## src/rtl/hilo_ctrl_if.sv

```systemverilog
// Request-side bus of hilo_ctrl: opcode/operands, multiplier product, and ready/busy status.
interface hilo_ctrl_if;
    logic        op_valid;
    logic [2:0]  op;
    logic        sign;
    logic [31:0] data_a;
    logic [31:0] data_b;
    logic [63:0] mul_res;
    logic        op_ready;
    logic        busy;

    modport master (output op_valid, op, sign, data_a, data_b, mul_res,
                    input  op_ready, busy);
    modport slave  (input  op_valid, op, sign, data_a, data_b, mul_res,
                    output op_ready, busy);
endinterface

```

## src/rtl/hilo_ctrl.sv

```systemverilog
// HI/LO register controller: MUL/MTHI/MTLO complete on accept, DIV runs through an external divider.
// Optional multiply-accumulate (MADD/MSUB) is enabled by defining HILO_MADD_EN.
module hilo_ctrl #(
    parameter int DIV_TIMEOUT = 64
) (
    input  logic        clk,
    input  logic        rst_n,
    hilo_ctrl_if.slave  req,
    input  logic        flush,
    output logic [31:0] div_a,
    output logic [31:0] div_b,
    output logic        div_sign,
    output logic        div_start,
    input  logic        div_done,
    input  logic [31:0] div_q,
    input  logic [31:0] div_r,
    output logic [31:0] hi,
    output logic [31:0] lo,
    output logic        dz_err,
    output logic        to_err
);
    localparam int CW = $clog2(DIV_TIMEOUT) + 1;
    localparam logic [2:0] OP_MUL  = 3'b001;
    localparam logic [2:0] OP_DIV  = 3'b010;
    localparam logic [2:0] OP_MADD = 3'b011;
    localparam logic [2:0] OP_MSUB = 3'b100;
    localparam logic [2:0] OP_MTHI = 3'b101;
    localparam logic [2:0] OP_MTLO = 3'b110;

    typedef enum logic [1:0] {IDLE, START, WAIT} state_t;

    state_t        state, nxt;
    logic [CW-1:0] cnt, cnt_nxt;
    logic [63:0]   hilo_nxt;
    logic          lat, dz_nxt, to_nxt;

    always_ff @(posedge clk or negedge rst_n) begin
        if (!rst_n) state <= IDLE;
        else        state <= nxt;
    end

    always_comb begin
        nxt      = state;
        cnt_nxt  = cnt;
        hilo_nxt = {hi, lo};
        lat      = 1'b0;
        dz_nxt   = 1'b0;
        to_nxt   = 1'b0;
        unique case (state)
            IDLE: begin
                if (req.op_valid) begin
                    case (req.op)
                        OP_MUL:  hilo_nxt = req.mul_res;
                        OP_MTHI: hilo_nxt[63:32] = req.data_a;
                        OP_MTLO: hilo_nxt[31:0]  = req.data_a;
`ifdef HILO_MADD_EN
                        OP_MADD: hilo_nxt = {hi, lo} + req.mul_res;
                        OP_MSUB: hilo_nxt = {hi, lo} - req.mul_res;
`else
                        OP_MADD, OP_MSUB: ;
`endif
                        OP_DIV: begin
                            if (req.data_b == 32'd0) begin
                                dz_nxt = 1'b1;
                            end else begin
                                lat = 1'b1;
                                nxt = START;
                            end
                        end
                        default: ;
                    endcase
                end
            end
            START: begin
                cnt_nxt = '0;
                nxt     = flush ? IDLE : WAIT;
            end
            WAIT: begin
                // flush outranks both completion and timeout
                if (flush) begin
                    nxt = IDLE;
                end else if (div_done) begin
                    hilo_nxt = {div_r, div_q};
                    nxt      = IDLE;
                end else if (cnt == CW'(DIV_TIMEOUT - 1)) begin
                    to_nxt = 1'b1;
                    nxt    = IDLE;
                end else begin
                    cnt_nxt = cnt + 1'b1;
                end
            end
            default: nxt = IDLE;
        endcase
    end

    always_ff @(posedge clk or negedge rst_n) begin
        if (!rst_n) begin
            cnt      <= '0;
            hi       <= '0;
            lo       <= '0;
            div_a    <= '0;
            div_b    <= '0;
            div_sign <= 1'b0;
            dz_err   <= 1'b0;
            to_err   <= 1'b0;
        end else begin
            cnt    <= cnt_nxt;
            hi     <= hilo_nxt[63:32];
            lo     <= hilo_nxt[31:0];
            dz_err <= dz_nxt;
            to_err <= to_nxt;
            if (lat) begin
                div_a    <= req.data_a;
                div_b    <= req.data_b;
                div_sign <= req.sign;
            end
        end
    end

    assign div_start    = (state == START);
    assign req.op_ready = (state == IDLE);
    assign req.busy     = (state != IDLE);
endmodule

```

## src/flat_wrapper.sv

```systemverilog
// flat-port wrapper written by rule: the top's interface ports become plain ports
module hilo_ctrl_flat 
#(
    parameter int DIV_TIMEOUT = 64
)
  (clk, rst_n, flush, div_a, div_b, div_sign, div_start, div_done, div_q, div_r, hi, lo, dz_err, to_err, req_op_valid, req_op, req_sign, req_data_a, req_data_b, req_mul_res, req_op_ready, req_busy);
  hilo_ctrl_if req_i ();
  input  logic clk;
  input  logic rst_n;
  input  logic flush;
  output logic [31:0] div_a;
  output logic [31:0] div_b;
  output logic div_sign;
  output logic div_start;
  input  logic div_done;
  input  logic [31:0] div_q;
  input  logic [31:0] div_r;
  output logic [31:0] hi;
  output logic [31:0] lo;
  output logic dz_err;
  output logic to_err;
  input wire logic [$bits(req_i.op_valid)-1:0] req_op_valid;
  input wire logic [$bits(req_i.op)-1:0] req_op;
  input wire logic [$bits(req_i.sign)-1:0] req_sign;
  input wire logic [$bits(req_i.data_a)-1:0] req_data_a;
  input wire logic [$bits(req_i.data_b)-1:0] req_data_b;
  input wire logic [$bits(req_i.mul_res)-1:0] req_mul_res;
  output wire logic [$bits(req_i.op_ready)-1:0] req_op_ready;
  output wire logic [$bits(req_i.busy)-1:0] req_busy;
  assign req_i.op_valid = req_op_valid;
  assign req_i.op = req_op;
  assign req_i.sign = req_sign;
  assign req_i.data_a = req_data_a;
  assign req_i.data_b = req_data_b;
  assign req_i.mul_res = req_mul_res;
  assign req_op_ready = req_i.op_ready;
  assign req_busy = req_i.busy;
  hilo_ctrl #(.DIV_TIMEOUT(DIV_TIMEOUT)) u_core (.clk(clk), .rst_n(rst_n), .req(req_i), .flush(flush), .div_a(div_a), .div_b(div_b), .div_sign(div_sign), .div_start(div_start), .div_done(div_done), .div_q(div_q), .div_r(div_r), .hi(hi), .lo(lo), .dz_err(dz_err), .to_err(to_err));
endmodule
```

## config.mk

```make
export PLATFORM = sky130hd
export DESIGN_NAME = hilo_ctrl_flat
export DESIGN_NICKNAME = d
export VERILOG_FILES = /design/src/rtl/hilo_ctrl_if.sv /design/src/rtl/hilo_ctrl.sv /design/src/flat_wrapper.sv
export SDC_FILE = /design/constraint.sdc
export NUM_CORES = 1
export LEC_CHECK = 0
export CAP_MARGIN = 20
export CORE_MARGIN = 10
export CORE_UTILIZATION = 45
export DETAILED_ROUTE_END_ITERATION = 16
export PLACE_DENSITY_LB_ADDON = 0.08
export SYNTH_ARGS = -nofsm -noshare
export SYNTH_HDL_FRONTEND = slang
export SYNTH_SLANG_ARGS = --single-unit
```

## constraint.sdc

```tcl
create_clock -name clk -period 2.8 [get_ports clk]
set_clock_uncertainty 0.1 [all_clocks]
set_input_delay 0.56 -clock clk [delete_from_list [all_inputs] [get_ports clk]]
set_output_delay 0.56 -clock clk [all_outputs]
set_load 0.05 [all_outputs]
```

### Word-level counts from Yosys, hierarchy flattened

Cells that the tools add are included.

| storage, ports and cells | value |
|---|---|
| bits of input ports | 201 |
| register bits after elaboration | 140 |
| output and inout port bits | 134 |

| operators by class | value |
|---|---|
| reduce and logical (&&, ||, !) cells | 9 |
| equality and inequality tests | 17 |
| mux-type cells | 30 |
| add/sub/neg operators | 1 |

Operator list:

| kind | number |
|---|---|
| two-way mux 64 bit | 3 |
| case mux 32 bit (2 select lines) | 2 |
| case mux 64 bit (2 select lines) | 1 |
| logical NOT 32 bit | 1 |
| two-way mux 7 bit | 3 |
| two-way mux 2 bit | 7 |
| case mux 7 bit (2 select lines) | 1 |
| two-way mux 1 bit | 12 |
| inequality test 2 bit, second input constant | 6 |
| AND reduction 5 bit | 2 |
| AND reduction 4 bit | 2 |
| adder 7 x 1 -> 7 bit, second input constant | 1 |
| equality test 7 x 6 -> 1 bit, second input constant | 1 |
| equality test 3 bit, second input constant | 2 |
| inequality test 3 x 1 -> 1 bit, second input constant | 2 |
| case mux 2 bit (3 select lines) | 1 |
| nonzero test 2 bit | 3 |
| inequality test 4 x 3 -> 1 bit, second input constant | 1 |
| equality test 3 x 1 -> 1 bit, second input constant | 1 |
| equality test 3 x 2 -> 1 bit, second input constant | 1 |
| equality test 2 x 1 -> 1 bit, second input constant | 1 |
| equality test 2 bit, second input constant | 1 |
| logical NOT 2 bit | 1 |
| inequality test 2 x 1 -> 1 bit, second input constant | 1 |

### Longest topological paths before layout

| logic depth | value |
|---|---|
| depth in word-level cells | 5 |
| mapped depth | 7 |
| mapped depth without buffers | 5 |

### Worst setup path before layout

Ideal clock, no wire load.

| timing path | value |
|---|---|
| kind | register -> register |
| start | register u_core.state[0] |
| end | register u_core.div_a[23] |
| data arrival time | 2145 ps |
| slack | 430 ps |
| path buffers | 2 |
| cell stages (with the launch flop) | 7 |
| cells stage by stage | dfrtp_1 > nor2_1 > nand2_1 > o21bai_4 > buf_8 > buf_12 > mux2_4 |

| on the way | value |
|---|---|
| word-level cells in the longest chain between the ends | 2 |

Ends and longest elaborated chain:

| item | RTL line | source |
|---|---|---|
| start: declaration | hilo_ctrl.sv:32 | `state_t state, nxt;` |
| start signal: assignment | hilo_ctrl.sv:39 | `else state <= nxt;` |
| logical NOT 2 bit | n/a |  |
| named net req_op_ready | flat_wrapper.sv:28 | `output wire logic [$bits(req_i.op_ready)-1:0] req_op_ready;` |
| two-way mux 1 bit | hilo_ctrl.sv:49 | `unique case (state)` |
| end signal: assignment | hilo_ctrl.sv:113 | `div_a <= req.data_a;` |
| end: declaration | hilo_ctrl.sv:10 | `output logic [31:0] div_a,` |

The timed path passes the listed nets, and every way through them passes these cells.
A chain may end at the register's enable or synchronous reset.

### Worst setup path after layout

| timing path | value |
|---|---|
| start | register u_core.state[0] |
| end | output port div_start |

| on the way | value |
|---|---|
| word-level cells in the longest chain between the ends | 1 |

Ends and longest elaborated chain:

| item | RTL line | source |
|---|---|---|
| equality test 2 x 1 -> 1 bit | hilo_ctrl.sv:120 | `assign div_start = (state == START);` |
| end: declaration | flat_wrapper.sv:14 | `output logic div_start;` |

Every way passes these cells.

==> metrics.txt <==
unique cell type count in the Yosys netlist 41; final core utilization 73.5%; TritonCTS clock tree done; flops & latches, synth 140; fin cells 1,114; CORE AREA 15,300 um2; initial antenna violation count 1; Syn Inst Count 561; vias 5,784; Async SR Flop Fraction 100%; DRC violations left 0; post-synth top area share 49.8%; crit end category output port; GRT overflow 0; Initial Utilization 46.1%; Critical Path RT 2140 ps; RSZ-0062 raised after global routing no; DRT antenna net count 0; width of the die 145 um; Area Growth Syn to Fin 59.5%; max cap viols 0; NumNets Final 1,092; Mapped Area 7030 um2; top_reg_cell synth dfrtp_1; dominant cell by count in the synthesized netlist dfrtp_1; DRT iter0 DRCs 218; fin crit share 94.8%; Syn Nets 763; placed cells 1,081; first-pass GRT wire length 38,600 um; fin crit period 2650 ps; H-tree levels 4; Port Buffers 334; clk buf depth 2; Setup-failing EPs final 0; DR vias/cell 5.19; Slew headroom 59.6%; fin area 11,200 um2; Max Freq 377 MHz; clk sinks 140; largest net degree at the start of global routing 71; Worst-Skew Late Latency 410 ps; die area 21,000 um2; Final Hold Viols 0; critical path type flip-flop to output port; Syn. warnings 0; TritonRoute pass-1 iters 4; layout cells sized above 1 17.0%; peak supply drop 0.000440 V; type of the worst min-delay path flip-flop to flip-flop; CP max FO 6; CTS Buf Count 17; Worst Path Arrival 1990 ps; worst slew pin tran 604 ps; reg2reg path depth 5; Post-synth top cells dfrtp_1, nor2_1, mux2i_1, mux2_2, mux2_4; drt wl/cell 22.2 um; gr usage total 23.2%; CTS Root Cell clkbuf_16; DP Area 10,500 um2; reg2reg setup slack 770 ps; WHS Path Cells 1; Rows 45; EDFF count, synth 0; routability cong. 0.820; final hold slack 372 ps; CTS clock-pin slew for the worst setup and hold paths 60 ps; hpwl dp 19,100 um; final wirelength 24,700 um; top cells by area, synth dfrtp_1, mux2_2, mux2i_1, mux2_4, nor2_1; Lkg Pwr 5.30 nW; Slew Limit Fails 0; P per Cell Area 806 nW/um2; number of global-route vias before repair 6,327; sequential-to-total area share from yosys stat 49.8%; Avg Synthesized Cell Area 12.5 um2; CP startpoint kind flip-flop; area leader, netlist dfrtp_1; # IOs 335; status complete, no violations; Die Y 145 um
power breakdown:
group,internal (W),switching (W)
Clock,0.00174,0.000865
Sequential,0.00248,0.000263
Combinational,0.00145,0.00225
Total,0.00567,0.00338
flip-flops by register name, summed over array words and instances, names as in the netlist:
| register | count |
|---|---|
| u_core.state | 2 |
| u_core.cnt | 7 |
| u_core.div_a | 32 |
| u_core.div_b | 32 |
| u_core.lo | 32 |
| u_core.dz_err | 1 |
| u_core.to_err | 1 |
| u_core.div_sign | 1 |
| u_core.hi | 32 |
worst paths after layout:
check                                 from              end
hold reg to reg              u_core.hi[28]    u_core.hi[28]
min in group asynchronous            rst_n  u_core.div_sign
setup / recovery           u_core.state[0]        div_start
max in group asynchronous            rst_n    u_core.lo[14]
hold / removal               u_core.hi[28]    u_core.hi[28]
setup reg to reg           u_core.state[0]    u_core.hi[24]
metal layers:
layer,vias to the layer above,GRT usage [%],part of all wire (%)
li1,2708,-,-
met1,2818,25.7,39
met2,234,39.8,50
met3,24,9.34,9.3
met4,0,6.89,1.7
met5,-,0,0
through the flow:
step                setup TNS (ps)  setup WS (ps)  total power, W
floorplan                        0            430         0.00496
global placement              -612          -26.9         0.00642
detailed placement           -1420          -62.5         0.00649
CTS                              0            117         0.00911
global route                     0           72.3         0.00937
finish                           0            146         0.00904
cell type report:
type	count	area, um2
antenna	1	2.50
clock buffer	20	467
clock inverter	11	214
fill	1082	4040
inverter	6	22.5
multi-input combinational	375	3190
sequential	140	3500
tap	211	264
timing repair buffer	350	3550
critical path: stages, from the launching register on:
cell and delay [ps]:
dfrtp_1 510, and2b_1 230, clkdlybuf4s50_1 840
layout by cell type, fill, tap and decap left out, drive strengths merged, types with 2 or more instances in the layout:
cell and n:
clkinvlp 2, dfrtp 140, nand4 3, clkdlybuf4s50 333
a211oi 32, nor4 9, bufinv 6, nand3 2
nand3b 3, mux2i 64, nor4b 2, inv 6
mux2 98, buf 16, a21oi 34, o21a 3
and3 2, nor2 70, clkinv 3, a221o 2
a21o 33, clkbuf 20, nand2b 3
logic make-up after synthesis:
| group | Yosys count | synth area share, % |
|---|---|---|
| flip-flops | 140 | 49.8 |
| AND/OR/NAND/NOR | 99 | 6.64 |
| buffers and inverters | 46 | 4.95 |
| adder cells (fa/ha/maj) | 1 | 0.178 |
| AO/OA/AOI/OAI | 113 | 11.5 |
| multiplexers | 162 | 26.9 |
timing repair:
action | CTS | global route
hold endpoints to repair | 39 | 0
hold buffers | 1 | 0
endpoints found under the setup margin | 0 | 0
buffers inserted | 0 | 0
gates resized for setup | 0 | 0
(Power assumes the default switching activity.)
